`src/rtl/down_timer_pkg.sv`:
```
// down_timer_pkg: shared state encoding and default widths for the countdown timer
package down_timer_pkg;
  typedef enum logic [1:0] {IDLE, RUN, PAUSE} state_t;
  localparam int WIDTH_DEF = 8;
  localparam int PRE_W_DEF = 4;
endpackage

```
`src/rtl/down_timer_dec.sv`:
```
// down_timer_dec: combinational decrement-by-one with borrow out
module down_timer_dec #(
  parameter int WIDTH = 8
) (
  input  logic [WIDTH-1:0] a,
  output logic [WIDTH-1:0] y,
  output logic             borrow
);
  assign {borrow, y} = {1'b0, a} - {{WIDTH{1'b0}}, 1'b1};
endmodule

```
`src/rtl/down_timer_ctrl.sv`:
```
// down_timer_ctrl: prescaled 8-bit countdown timer with start/pause/stop, auto-reload and terminal-count pulse
module down_timer_ctrl
  import down_timer_pkg::*;
#(
  parameter int WIDTH = WIDTH_DEF,
  parameter int PRE_W = PRE_W_DEF
) (
  input  logic             clk,
  input  logic             rst_n,
  input  logic             load,
  input  logic [WIDTH-1:0] load_val,
  input  logic             start,
  input  logic             pause,
  input  logic             stop,
  input  logic             auto_reload,
  input  logic [PRE_W-1:0] prescale,
  output logic [WIDTH-1:0] count,
  output logic             busy,
  output logic             tc_pulse,
  output logic             start_err
);
  state_t           state;
  logic [WIDTH-1:0] reload_reg;
  logic [WIDTH-1:0] dec_val;
  logic [PRE_W-1:0] pre_cnt;
  logic             borrow;
  logic             tick;
  logic             last;

  down_timer_dec #(.WIDTH(WIDTH)) u_dec (
    .a(count),
    .y(dec_val),
    .borrow(borrow)
  );

  assign tick = pre_cnt == prescale;
  // count==1 exactly when the decrement lands on zero without borrowing
  assign last = (dec_val == '0) && !borrow;

  always_ff @(posedge clk or negedge rst_n) begin
    if (!rst_n) begin
      state      <= IDLE;
      count      <= '0;
      reload_reg <= '0;
      pre_cnt    <= '0;
      busy       <= 1'b0;
      tc_pulse   <= 1'b0;
      start_err  <= 1'b0;
    end else begin
      tc_pulse  <= 1'b0;
      start_err <= 1'b0;
      case (state)
        IDLE: begin
          if (!stop) begin
            if (load) begin
              reload_reg <= load_val;
              count      <= load_val;
            end else if (!pause && start) begin
              if (count != '0) begin
                state   <= RUN;
                busy    <= 1'b1;
                pre_cnt <= '0;
              end else begin
                start_err <= 1'b1;
              end
            end
          end
        end
        RUN: begin
          if (stop) begin
            state   <= IDLE;
            busy    <= 1'b0;
            pre_cnt <= '0;
          end else if (!load && pause) begin
            state <= PAUSE;
          end else begin
            if (load) reload_reg <= load_val;
            pre_cnt <= tick ? '0 : pre_cnt + 1'b1;
            if (tick) begin
              if (last) begin
                tc_pulse <= 1'b1;
                if (auto_reload && reload_reg != '0) begin
                  count <= reload_reg;
                end else begin
                  count <= '0;
                  state <= IDLE;
                  busy  <= 1'b0;
                end
              end else if (!borrow) begin
                count <= dec_val;
              end
            end
          end
        end
        PAUSE: begin
          if (stop) begin
            state   <= IDLE;
            busy    <= 1'b0;
            pre_cnt <= '0;
          end else if (load) begin
            reload_reg <= load_val;
          end else if (start) begin
            state <= RUN;
          end
        end
        default: begin
          state <= IDLE;
          busy  <= 1'b0;
        end
      endcase
    end
  end
endmodule

```
`config.mk`:
```
export PLATFORM = sky130hd
export DESIGN_NAME = down_timer_ctrl
export DESIGN_NICKNAME = d
export VERILOG_FILES = /design/src/rtl/down_timer_pkg.sv /design/src/rtl/down_timer_dec.sv /design/src/rtl/down_timer_ctrl.sv
export SDC_FILE = /design/constraint.sdc
export NUM_CORES = 1
export LEC_CHECK = 0
export BUFFER_PORTS_ARGS = -buffer_cell sky130_fd_sc_hd__buf_2
export CORE_MARGIN = 2
export CORE_UTILIZATION = 55
export CTS_CLUSTER_DIAMETER = 150
export DETAILED_ROUTE_END_ITERATION = 10
export PLACE_DENSITY_LB_ADDON = 0.2
export SYNTH_ARGS = -nofsm -noshare
export SYNTH_HDL_FRONTEND = slang
export SYNTH_SLANG_ARGS = --single-unit
```
`constraint.sdc`:
```
create_clock -name clk -period 3.7 [get_ports clk]
set_input_delay 0.74 -clock clk [delete_from_list [all_inputs] [get_ports clk]]
set_output_delay 0.74 -clock clk [all_outputs]
set_load 0.005 [all_outputs]
```
Word-level counts from Yosys, hierarchy flattened
Cells that the tools add are included.

Register bits after elaboration: 25. Output and inout bits: 11. Word-level logic and storage cells: 109. Input bits: 19.

Reductions and logical operators: 20. Add/subtract/negate cells: 2. Equal/unequal tests: 23. Muxes and demuxes: 57.

Operators by type and width (count): 8-bit 2-to-1 mux (12); 4-bit 2-to-1 mux (8); 8-bit case mux with 2 select lines (2); 2-bit 2-to-1 mux (12); 3-bit inequality test (second input constant) (7); 1-bit 2-to-1 mux (20); 2-bit inequality test (second input constant) (10); 9-bit AND reduction (2); 8-bit nonzero test (2); 7-bit AND reduction (2); 4-bit inequality test (second input constant) (3); 4-bit case mux with 3 select lines (1); 8-bit by 1-bit subtractor with 9-bit output (second input constant) (1); 8-bit logical NOT (1); 2-bit case mux with 3 select lines (1); 4-bit by 1-bit adder with 4-bit output (second input constant) (1); 4-bit == test (1); 1-bit logical AND (4); 4-bit AND reduction (1); 2-bit nonzero test (2); 1-bit logical NOT (3); 1-bit case mux with 3 select lines (1); 3-bit nonzero test (1); 2-bit by 1-bit == test with 1-bit output (second input constant) (1); 3 further kinds (3).

Depth between registers and ports, before layout
Gate-level depths: netlist of the first run.

Depth in word-level cells: 8. Mapped depth: 8. Gate-level depth less buffers: 7.

Hierarchy
From an unflattened synthesis of the first run, not the netlist that was laid out.

Cells, all modules: 163. Area total of the unflattened synthesis: 1594.0 µm².

Modules (own cells, without submodules): down_timer_ctrl (cells each 145, instances 1, area each 1461.4 µm², sequential area each 625.6 µm²); down_timer_dec (cells each 18, instances 1, area each 132.6 µm², sequential area each 0.0 µm²).

Worst setup path after synthesis of the first run
OpenSTA, ideal clock, no wires.

Path type: flip-flop to flip-flop. Start: register count[0]. End: register count[1]. Required time: 3606 ps. Cell stages (with the launch flop): 8. Data arrival time: 2507 ps. Slack: 1099 ps. Buffers on the path: 0. Clock period less this slack: 2601 ps. Setup time: 94 ps. Cells stage by stage: dfrtp_1 > inv_1 > ha_1 > or3b_1 > o31a_1 > a2111oi_4 > mux2_4 > a221oi_2.

Cells in the longest elaborated chain, start to end: 8. Elaborated cells between the ends (all ways): 12. Classes of those cells: add/sub (1); eq/ne (1); mux (6); reduce/logical (4).

Ends and longest elaborated chain: from (decl) (line down_timer_ctrl.sv:17) `output logic [WIDTH-1:0] count,`; from (signal assigned) (line down_timer_ctrl.sv:57) `count <= load_val;`; from (signal assigned) (line down_timer_ctrl.sv:83) `count <= reload_reg;`; from (signal assigned) (line down_timer_ctrl.sv:90) `count <= dec_val;`; 8-bit by 1-bit subtractor with 9-bit output * (line down_timer_dec.sv:9) `assign {borrow, y} = {1'b0, a} - {{WIDTH{1'b0}}, 1'b1};`; 8-bit logical NOT / 1-bit logical NOT (equally long branches); 1-bit logical AND (line down_timer_ctrl.sv:38) `assign last = (dec_val == '0) && !borrow;`; 8-bit 2-to-1 mux (line down_timer_ctrl.sv:80) `if (last) begin`; 8-bit 2-to-1 mux (line down_timer_ctrl.sv:79) `if (tick) begin`; 8-bit 2-to-1 mux (line down_timer_ctrl.sv:74) `end else if (!load && pause) begin`; 8-bit 2-to-1 mux (line down_timer_ctrl.sv:70) `if (stop) begin`; 8-bit case mux with 2 select lines (line down_timer_ctrl.sv:52) `case (state)`.

Mark *: on every way between the ends. The rest lies on a longest branch, timed or not. The select of a mux whose other input is x is not followed. A chain may end at the register's enable or synchronous reset.

Final worst setup path of the first run
Start: register count[1]. End: register count[1].

The elaborated chain is that of the path after synthesis.

==> reports/summary.md, run 1 <==
The met2 wirelength from detailed routing was 1830 um; the count of TritonRoute iterations in the first routing pass was 4. The final route contains 1453 vias. The required time of the critical path was 3940 ps. The final clock period utilization by the worst path is 0.766, and the switching portion of total power is 0.395. After legalization and detailed placement, the total HPWL measured 2880 um.

The wire length of the first global-routing pass is 6620 um, and the critical path arrival is 3080 ps. The fraction of registers with async set or reset after synthesis is 1.00. The pin count of the biggest net entering global routing was 26; the count of port buffers added during placement was 29. The cell area after synthesis was 1640 um2. The tools report the effective utilization at floorplan as 0.588. The area growth from synthesis to layout is 12.4%. The tools report the part of the Yosys area used for sequential elements as 0.382. The DRC marker count from the first detailed-route iteration is 69, and the chip width is 58.6 um. The core region is 2780 um2. The count of buffer and inverter cells on the critical path is 1, and the worst stage delay on the critical path is 610 ps. The final standard cell utilization of the core was 0.661. The initial antenna violation count came out at 0. The area share of the largest cell type after synthesis came out at 0.382. The tools report the final hold violation count as 0. TritonCTS sink count: 25.

The fraction of layout cells with a size suffix above 1 is 0.269, and the post-synthesis register bit count is 25. Synthesis handed over a netlist of 172 instances. sky130_fd_sc_hd__dfrtp_1 takes more of the synthesized area than any other cell. The number of nets handed over by synthesis was 195.

The congestion estimate from routability-driven global placement came to 0.865. The final setup TNS came out at 0 ps. The clock network latency to the later pin of the worst-skew pair was 320 ps; the maximum clock rate was 353 MHz.

The number of ports placed on the die boundary was 30. After global routing the overflow that remains totals 0. The logs give 2 for the clock tree buffer depth and 0.247 for the total global routing track utilization. The total wire length is 3810 um.

For the final worst setup slack, the log shows 867 ps. Post-CTS repair changed the size of 0 cells. The flow ran to the end, and the final reports show no timing, DRC or antenna violations. Using the TritonRoute via totals, the vias-per-cell ratio works out to 6.26. The leakage power was 0.000788 uW.

The mean area per synthesized cell came out at 9.51 um2. The routed wirelength normalized by instance count works out to 16.4 um. The post-route clock skew was 10.7 ps; the post-cts hold buffer count was 0. The endpoint type of the worst setup path was a flip-flop. The portion of total power attributed to combinational logic is 0.366. Clock tree root driver cell: sky130_fd_sc_hd__clkbuf_4.

For the number of max-cap violations, the log shows 0. In this run the remaining antenna-violating nets after routing total 0. The critical path goes through inv_1 -> ha_1 -> or3b_1 -> o31a_1 -> a2111oi_4 -> mux2_4 -> a221oi_2. The logs give 246 um for the routed length on met3 and 0.328 mV for the worst ir drop on vdd. The path class of the tightest hold or removal check is in2async. The pin slew with the least headroom to its limit is 730 ps, and the clock transition at the registers of the reported paths is 150 ps. TritonCTS created 3 clock buffers. In the routed design, unresolved DRC markers number 0.

The number of setup buffers added after CTS is 0. Internal power comes to 512 uW. The number of antenna diodes in the final layout is 0.

The tools report the detailed-route wire length on metal 1 as 1700 um. For this run, the leading register cell type out of synthesis is sky130_fd_sc_hd__dfrtp_1. Grouping stages by cell kind, the critical path spends the most delay in compound AO/OA/AOI/OAI gates. The logs give 0.487 for the sequential group share of total power and 1 for the number of H-tree levels.

The tools report the via count of the first global-routing pass as 1494. Counting the fill cells in the layout gives 224. In this run the power density over the cells is 460 nW/um2.

The normalized max-slew margin is 0.510. TritonCTS built the clock tree. The netlist uses 48 different library cells. Setup repair after global routing left no endpoint under its margin.

The critical path is of the reg2reg type. Sorting the synthesized cells by area gives the leading types as sky130_fd_sc_hd__dfrtp_1, sky130_fd_sc_hd__mux2_2, sky130_fd_sc_hd__nand2b_1. The synthesized design contains 0 enable-type register cells.

The run gives 0.147 as the clock network power share. Timing analysis after detailed placement gives a worst setup slack of 902 ps. The chip height came out at 58.6 um.

The clock period could shrink to 2830 ps. The number of core rows was 19. The logs give 3430 um2 for the overall die area and 0 for the number of warnings issued by yosys. The top fanout value on the critical path came out at 9. For this design the total switching power over the nets is 334 uW.

The setup-violating endpoint count in the final report was 0. The topmost layer with routed signal wires was met4. The slowest stage of the critical path is the sky130_fd_sc_hd__a2111oi_4 cell. The net count of the finished layout is 225. Launching element type of the critical path: a flip-flop. The number of pins exceeding their max-slew limit in the final report came out at 0.
## Yosys cell counts, drive strengths merged (3+ instances only)
library cell,count
dfrtp,25
o21ai,13
nor4,9
nand2b,9
clkbuf,4
or4,3
nor2,10
ha,4
mux2,10
nand3,7
a31oi,4
inv,7
nand2,14
xor2,6
nor2b,4
mux2i,5
or3,3
## through the flow
| stage | cell area, um2 | total power, uW | hold slack [ps] | std cells |
|---|---|---|---|---|
| finish | 1840 | 846 | 381 | 232 |
| global route | 1840 | 909 | 419 | 232 |
| CTS | 1840 | 849 | 397 | 232 |
| detailed placement | 1810 | 721 | 522 | 228 |
| global placement | 1810 | 712 | 521 | 228 |
| floorplan | 1640 | 614 | 444 | 172 |
## layout make-up
type | count | area [um2] | area share
clock buffers | 3 | 22.5 | 0.0122
clock inverters | 1 | 5.00 | 0.00272
inverters | 7 | 26.3 | 0.0143
multi-input cells | 134 | 961 | 0.522
flip-flops and latches | 25 | 626 | 0.340
well taps | 31 | 38.8 | 0.0211
repair buffers | 31 | 160 | 0.0871
## worst paths after layout
| check | start | endpoint | slack, ps | cells past startpoint |
|---|---|---|---|---|
| max | count[1]$_DFFE_PN0P_ | count[1]$_DFFE_PN0P_ | 870 | 7 |
| max in group asynchronous | rst_n | reload_reg[2]$_DFFE_PN0P_ | 2940 | 1 |
| min | rst_n | count[6]$_DFFE_PN0P_ | 380 | 1 |
| min in group clk | reload_reg[0]$_DFFE_PN0P_ | reload_reg[0]$_DFFE_PN0P_ | 550 | 1 |
| max reg2reg | count[1]$_DFFE_PN0P_ | count[1]$_DFFE_PN0P_ | 870 | 7 |
| min reg2reg | reload_reg[0]$_DFFE_PN0P_ | reload_reg[0]$_DFFE_PN0P_ | 550 | 1 |
## routing by layer
layer,up-vias,GRT usage
met5,-,0
met4,0,0.0897
met3,4,0.0330
met2,57,0.416
met1,694,0.326
li1,698,-
## kinds of logic (layout without fill, tap and decap cells)
logic type                 count (synthesis)  in the layout  share of synthesized area
and+or+nand+nor                           70             70                      0.245
AOI/OAI and AO/OA                         38             38                      0.173
DFF                                       25             25                      0.382
muxes                                     15             15                      0.102
buffers and inverters                     13             42                     0.0306
xor gates and xnor gates                   7              7                     0.0375
adders and majority gates                  4              4                     0.0306
## cells in the final DEF (no fill, tap or decap), drive strengths merged, types with 3 or more instances in the layout
cell,count
buf,31
nor2,10
o21ai,13
nor2b,4
mux2i,5
mux2,10
clkbuf,3
a31oi,4
nand2b,9
dfrtp,25
xor2,6
ha,4
nand3,7
inv,7
or4,3
nand2,14
or3,3
nor4,9
## power groups by stage
stage / clock network [uW] / registers [uW] / logic, uW
2_1_floorplan: 0 / 387 / 226
3_3_place_gp: 0 / 410 / 302
3_5_place_dp: 0 / 415 / 306
4_1_cts: 130 / 410 / 309
5_1_grt: 139 / 422 / 347
6_report: 124 / 412 / 309
No activity file was read; power rests on OpenSTA's default activity.
==> inputs of run 2 (changes only) <==
--- a/config.mk
+++ b/config.mk
@@ -7,7 +7,7 @@
 export LEC_CHECK = 0
 export BUFFER_PORTS_ARGS = -buffer_cell sky130_fd_sc_hd__buf_2
 export CORE_MARGIN = 2
-export CORE_UTILIZATION = 55
+export CORE_UTILIZATION = 50
 export CTS_CLUSTER_DIAMETER = 150
 export DETAILED_ROUTE_END_ITERATION = 10
 export PLACE_DENSITY_LB_ADDON = 0.2
==> constraint.sdc (replaced) <==
create_clock -name clk -period 2.4 [get_ports clk]
set_input_delay 0.48 -clock clk [delete_from_list [all_inputs] [get_ports clk]]
set_output_delay 0.48 -clock clk [all_outputs]
set_load 0.005 [all_outputs]
==> reports/summary.md, run 2 (synthesized netlist as in run 1, its figures left out) <==
The run finished, with violations left. The final reports fail on negative setup slack. In this run the worst hold path is classified as in2async.

The final clock period utilization by the worst path came out at 1.02 (+0.250). Startpoint of the worst-slack reg-to-reg timing path: count[1]$_DFFE_PN0P_. The number of ports placed on the die boundary is 30 (unchanged). The number of core rows came out at 20 (+1). For the initial antenna violation count, the log shows 0 (unchanged). Chip height: 61.2 um (+4.5%). The TritonCTS buffer count is 3 (unchanged). The run gives 0.388 (-0.099) as the sequential group share of total power. Count of TritonRoute iterations in the first routing pass: 4 (unchanged).

The wire length of the first global-routing pass is 6810 um (+2.9%). The clock tree buffer depth was 2 (unchanged); the internal power was 904 uW (+77%). The total global routing track utilization is 0.250 (+0.00255). The clock transition at the registers of the reported paths is 150 ps (about the same), and the number of cell instances on the worst register-to-register path is 8 (+1). The logs give 1 (unchanged) for the number of H-tree levels and 26 (unchanged) for the pin count of the biggest net entering global routing. Final worst setup slack: -36.8 ps (-904 ps). TritonCTS built the clock tree.

The library cells used most frequently in the layout, excluding fill and tap cells, are sky130_fd_sc_hd__buf_2, sky130_fd_sc_hd__dfrtp_1, sky130_fd_sc_hd__buf_4. The post-cts hold buffer count is 0 (unchanged), and the setup-violating endpoint count in the final report is 3 (+3). The cell sitting at the root of the clock tree is a sky130_fd_sc_hd__clkbuf_4.

The logs give 0.308 mV (-6.0%) for the worst ir drop on vdd and 1568 (+7.9%) for the total number of vias. The portion of total power attributed to combinational logic was 0.476 (+0.110); the global placer's final weighted congestion was 0.932 (+7.8%). The endpoint identified for the worst register-to-register timing path is state[0]$_DFFE_PN0P_. The maximum clock rate came out at 410 MHz (+16%). The tools report the launching element type of the critical path as a flip-flop. The run gives 0.657 (-0.00436) as the final standard cell utilization of the core. The required time of the critical path was 2630 ps (-1310 ps); the overall die area was 3750 um2 (+9.3%). The switching portion of total power works out to 0.392 (-0.00350). The number of max-cap violations was 0 (unchanged); the post-layout net count was 245 (+8.9%). Setup slack on the worst flop-to-flop path: -40 ps (-900 ps).

Leaving out fill and tap cells, the most frequent cell in the layout is sky130_fd_sc_hd__buf_2. Global route total overflow: 0 (unchanged). The clock network latency to the later pin of the worst-skew pair is 330 ps (about the same). Ratio of routed vias to standard cells: 5.92 (-5.5%). The critical path is of the reg2reg type. The chip width was 61.2 um (+4.5%); the post-route clock skew was 3.88 ps (-6.77 ps).

The cell area after placement was 1930 um2 (+6.8%). The tools report the total wire length as 4140 um (+8.6%). The top fanout value on the critical path was 8 (-1). The clock network power share is 0.135 (-0.012), and the DRC violation count after routing is 0 (unchanged). The run gives 1446 (-3.2%) as the via count of the first global-routing pass. The logs give -0.993 ps (-903 ps) for the setup slack after placement and 2670 ps (-410 ps) for the critical path arrival. Net switching component of the power: 582 uW (+74%). The shortest clock period the worst path allows after layout was 2440 ps (-396 ps); the number of pins exceeding their max-slew limit in the final report was 0 (unchanged). The count of port buffers added during placement was 29 (unchanged); the routed wirelength normalized by instance count was 15.6 um (-4.9%). The count of nets left with antenna violations after detail routing is 0 (unchanged). The leakage power is 0.000880 uW (+12%), and the pin slew with the least headroom to its limit is 725 ps (-4.93 ps). The area of the placeable core is 3080 um2 (+11%). The endpoint type of the worst setup path was a flip-flop. The run gives 0 (unchanged) as the final hold violation count. Antenna cell count: 0 (unchanged).

From synthesis to final layout, the design area changed by 23.5%. The TritonCTS sink count came out at 25 (unchanged). The fraction of layout cells with a size suffix above 1 came out at 0.357 (+0.0888). The final standard cell area without fillers was 2020 um2 (+9.9%).

The tools report the total design power as 1490 uW (+76%). The tools report the DRC marker count from the first detailed-route iteration as 108 (+57%). The normalized max-slew margin came out at 0.513 (+0.00331). For the post-DP HPWL, the log shows 3120 um (+8.2%). Setup repair after global routing could not meet its margin everywhere. The run gives 0.532 (-0.0567) as the effective utilization at floorplan. The areal power density over the cells is 735 nW/um2 (+60%).
[run 2: cell types whose count changed in the layout (fill, tap and decap cells not counted), sizes merged]
cell,change
buf,+20
[run 2: routing by layer]
layer | track usage | vias up | part of all wire
met1 | 0.372 | 751 | 0.46
li1 | - | 740 | -
met2 | 0.360 | 72 | 0.45
met3 | 0.0462 | 5 | 0.079
met5 | 0 | - | 0
met4 | 0.0963 | 0 | 0.012
[run 2: power groups by stage]
stage | Combinational [uW] | Clock [uW] | Sequential (uW)
after floorplan | 348 | 0 | 599
after CTS | 646 | 202 | 574
after global routing | 781 | 221 | 588
after global placement | 624 | 0 | 578
final | 707 | 201 | 577
after detailed placement | 634 | 0 | 585
[run 2: what timing repair did]
action | 4_1_cts | 5_1_grt
setup endpoints to repair | 2 | 9
pin swaps | 1 | 4
buffers inserted | 1 | 5
cloned | 0 | 0
resized for setup | 0 | 5
[run 2: worst max path at each step]
stage / from / end / slack (ps) / cells past startpoint
2_1_floorplan: count[3]$_DFFE_PN0P_ / count[1]$_DFFE_PN0P_ / -140 / 5
3_3_place_gp: count[1]$_DFFE_PN0P_ / count[1]$_DFFE_PN0P_ / 60 / 5
3_5_place_dp: count[1]$_DFFE_PN0P_ / state[0]$_DFFE_PN0P_ / -1 / 6
4_1_cts: count[1]$_DFFE_PN0P_ / count[1]$_DFFE_PN0P_ / 7 / 7
5_1_grt: count[1]$_DFFE_PN0P_ / count[1]$_DFFE_PN0P_ / -120 / 7
6_report: count[1]$_DFFE_PN0P_ / state[0]$_DFFE_PN0P_ / -40 / 8
[run 2: critical path, cell delays in order (launching register included)]
cell and delay (ps):
sky130_fd_sc_hd__dfrtp_1 440, sky130_fd_sc_hd__inv_2 110, sky130_fd_sc_hd__ha_4 150, sky130_fd_sc_hd__or3b_4 380
sky130_fd_sc_hd__o31a_1 340, sky130_fd_sc_hd__a2111oi_4 350, sky130_fd_sc_hd__buf_4 230, sky130_fd_sc_hd__nor3b_2 230
sky130_fd_sc_hd__o22ai_1 110
[run 2: area by class of cell]
cell class	count	area [um2]
fill	248	1060
multi-input combinational	134	976
sequential	25	627
timing repair buffer	51	310
tap	44	55.1
inverter	7	26.3
clock buffer	3	22.5
clock inverter	1	5.00
[run 2: through the flow]
| stage | hold WS [ps] | setup TNS [ps] | std cells |
|---|---|---|---|
| 2_1_floorplan | 184 | -136 | 172 |
| 3_3_place_gp | 501 | 0 | 255 |
| 3_5_place_dp | 507 | -0.993 | 255 |
| 4_1_cts | 134 | 0 | 260 |
| 5_1_grt | 153 | -555 | 265 |
| 6_report | 119 | -68.4 | 265 |
==> inputs of run 3 (changes only) <==
--- a/config.mk
+++ b/config.mk
@@ -5,9 +5,10 @@
 export SDC_FILE = /design/constraint.sdc
 export NUM_CORES = 1
 export LEC_CHECK = 0
+export ABC_AREA = 1
 export BUFFER_PORTS_ARGS = -buffer_cell sky130_fd_sc_hd__buf_2
 export CORE_MARGIN = 2
-export CORE_UTILIZATION = 50
+export CORE_UTILIZATION = 51
 export CTS_CLUSTER_DIAMETER = 150
 export DETAILED_ROUTE_END_ITERATION = 10
 export PLACE_DENSITY_LB_ADDON = 0.2
==> reports/summary.md, run 3 <==
The worst stage delay on the critical path was 440 ps (about the same); the antenna cell count was 0 (unchanged). The run gives 0.0264 (-0.0198) as the met3 demand-to-capacity share in global routing. The run finished with clean final reports.

The area share of the largest cell type after synthesis was 0.342 (-0.0398). The worst ir drop on vdd is 0.424 mV (+37%). The fraction of layout cells with a size suffix above 1 came out at 0.169 (-0.189). The tools report the leakage power as 0.00111 uW (+26%). For the count of nets left with antenna violations after detail routing, the log shows 0 (unchanged). The number of warnings issued by yosys is 0 (unchanged), and the post-synthesis to final-layout area growth is 11.2%. In the layout the commonest cells are sky130_fd_sc_hd__nand2_1, sky130_fd_sc_hd__inv_1, sky130_fd_sc_hd__nor2_1.

The post-route clock skew came out at 7.84 ps (+3.96 ps). The TritonCTS buffer count was 3 (unchanged). For the TritonCTS sink count, the log shows 25 (unchanged).

The number of pins exceeding their max-slew limit in the final report was 0 (unchanged). The number of synthesized flops with an enable pin is 0 (unchanged), and the required time of the critical path is 2660 ps (+30 ps). Top cell type by total area after synthesis: sky130_fd_sc_hd__dfrtp_1.

Setup repair after global routing left no endpoint under its margin. The routed wirelength normalized by instance count came out at 12.0 um (-23%). Walking the worst path, the cells encountered are inv_1 -> ha_1 -> inv_1 -> nand2_1 -> nand2_1 -> nor2_2 -> nand3_2 -> nor2_4 -> nand2_4 -> nand2_1 -> nand3_1 -> a21oi_1.

Slowest cell on the critical path: sky130_fd_sc_hd__dfrtp_1. The effective utilization at floorplan is 0.539 (+0.00724), and the clock network latency to the later pin of the worst-skew pair is 320 ps (about the same). The tools report the cell total after placement as 344 (+35%).

The final hold violation count is 0 (unchanged), and the post-synthesis register bit count is 25 (unchanged). The top fanout value on the critical path was 7 (-1). For the count of TritonRoute iterations in the first routing pass, the log shows 5 (+1). The total wire length was 4190 um (+1.3%); the DRC violation count after routing was 0 (unchanged).

Final standard cell area without fillers: 2030 um2 (+0.43%). The global route total overflow is 0 (unchanged). The maximum clock rate came out at 504 MHz (+23%). The distinct cell type count after synthesis was 30 (-38%).

STA classifies the critical path startpoint as a flip-flop. The most common flop cell mapped by yosys was sky130_fd_sc_hd__dfrtp_1. The count of buffer and inverter cells on the critical path works out to 2 (unchanged). Cell with the most instances after synthesis: sky130_fd_sc_hd__nand2_1. The peak-usage layer in the global routing report was met2. Ratio of routed vias to standard cells: 5.16 (-13%). The post-layout net count is 326 (+33%). The run gives 2240 ps (-430 ps) as the critical path arrival. The tools report the normalized max-slew margin as 0.622 (+0.109). The most common library cell in the layout ignoring fill and taps was sky130_fd_sc_hd__nand2_1. The fraction of registers with async set or reset after synthesis works out to 1.00 (unchanged).

The synthesized-area fraction occupied by ao, oa, aoi and oai cells was 0.0836 (-0.0892). The run gives 0.342 (-0.0398) as the part of the Yosys area used for sequential elements. The number of buffers inserted by post-CTS setup repair was 0 (-1); the areal power density over the cells was 970 nW/um2 (+32%). The global-route met2 utilization was 0.346 (-0.0138). Among cell families on the critical path, the largest total delay comes from simple AND/OR/NAND/NOR gates. For the via count of the first global-routing pass, the log shows 1619 (+12%). The final instance count without filler cells came out at 348 (+31%).

The total design power was 1970 uW (+33%); the synthesized-area fraction occupied by adder cells was 0.0274 (-0.00318). The setup-violating endpoint count in the final report was 0 (-3). For the pin count of the biggest net entering global routing, the log shows 26 (unchanged).

The final setup TNS is 0 ps (+68.4 ps), and the chip height is 63.9 um (+4.3%). Area of the placeable core: 3390 um2 (+10%). Depth of the critical timing path with buffers and inverters included: 12 (+4). The run gives 3280 um (+5.0%) as the post-DP HPWL. The tools report the clock tree buffer depth as 2 (unchanged). After synthesis, the most frequently instantiated cells are sky130_fd_sc_hd__nand2_1, sky130_fd_sc_hd__inv_1, sky130_fd_sc_hd__nor2_1. Sorting the synthesized cells by area gives the leading types as sky130_fd_sc_hd__dfrtp_1, sky130_fd_sc_hd__nand2_1, sky130_fd_sc_hd__inv_1. The global-route met1 utilization was 0.339 (-0.0327). The chip width was 63.9 um (+4.3%).

The run gives 2000 um2 (+3.6%) as the cell area after placement. The tools report the wire length of the first global-routing pass as 7370 um (+8.2%). After synthesis, the largest family of logic cells by area is simple AND/OR/NAND/NOR gates. The count of port buffers added during placement came out at 29 (unchanged). Post-synth net total: 295 (+51%). The area share of and/or/nand/nor cells after synthesis is 0.420 (+0.175). The run gives 1 (unchanged) as the number of H-tree levels.

The shortest clock period the worst path allows after layout works out to 1980 ps (-453 ps). Number of gates resized after CTS: 0 (unchanged). The most frequent cell on the critical path was sky130_fd_sc_hd__nand2_1. The mean area per synthesized cell came out at 6.72 um2 (-29%).

The final clock period utilization by the worst path works out to 0.827 (-0.189). The pin slew with the least headroom to its limit was 566 ps (-159 ps). The xor/xnor cell area share of the yosys netlist came out at 0.0288 (-0.00869).

The worst setup path is of the reg2reg kind. The post-cts hold buffer count was 0 (unchanged). The clock transition at the registers of the reported paths works out to 140 ps (about the same). The number of ports placed on the die boundary was 30 (unchanged). Cell area after synthesis: 1830 um2 (+12%). The number of max-cap violations is 0 (unchanged). The total global routing track utilization was 0.228 (-0.0223); the overall die area was 4080 um2 (+8.8%). The run gives 272 (+58%) as the gate count after technology mapping. In this run the clock root is driven by a sky130_fd_sc_hd__clkbuf_4. The DRC marker count from the first detailed-route iteration is 123 (+14%), and the mux share of post-synthesis cell area is 0 (-0.102). The number of cell instances on the worst register-to-register path was 12 (+4).

Endpoint type of the worst setup path: a flip-flop. The run gives 0 (unchanged) as the initial antenna violation count. TritonCTS built the clock tree. The tools report the final standard cell utilization of the core as 0.599 (-0.0578). The kind of path behind the tightest hold check is in2async. The run gives 21 (+5.0%) as the number of core rows. The tools report the global placer's final weighted congestion as 0.899 (-3.6%).

The run gives 1796 (+15%) as the total number of vias.
run 3: cells by family (layout without fill, tap and decap cells):
family          Yosys count  in the layout
compound gates           29             29
simple gates            165            165
buf+inv                  43             73
flops                    25             25
fa+ha+maj                 4              4
xor+xnor                  6              6
run 3: layout make-up:
class	instances	area (um2)
well taps	46	57.6
repair buffers	30	153
fillers	352	1360
inverters	39	146
flip-flops and latches	25	626
clock buffers	4	26.3
multi-input cells	204	1020
run 3: report_power, final:
group | internal (uW) | total [uW] | switching [uW]
combinational | 386 | 1080 | 694
sequential | 546 | 696 | 150
clock | 65.1 | 193 | 128
run 3: layer usage:
layer	up-vias	wire, um
met5	-	0
met3	5	290
met1	795	2060
li1	927	-
met2	69	1800
met4	0	46
run 3: path summary, 6_finish.rpt:
check	slack, ps	from	end
worst max-delay path	420	count[0]$_DFFE_PN0P_	count[1]$_DFFE_PN0P_
worst min-delay path	130	rst_n	reload_reg[3]$_DFFE_PN0P_
worst max register to register	420	count[0]$_DFFE_PN0P_	count[1]$_DFFE_PN0P_
worst min register to register	510	busy$_DFFE_PN0P_	busy$_DFFE_PN0P_
max in group asynchronous	1900	rst_n	count[6]$_DFFE_PN0P_
min in group clk	420	start	start_err$_DFF_PN0_
run 3: through the flow:
| stage | setup WS [ps] | hold slack, ps |
|---|---|---|
| after detailed placement | 479 | 479 |
| after global routing | 193 | 173 |
| final | 416 | 127 |
| after global placement | 543 | 473 |
| after floorplan | 671 | 184 |
| after CTS | 452 | 146 |
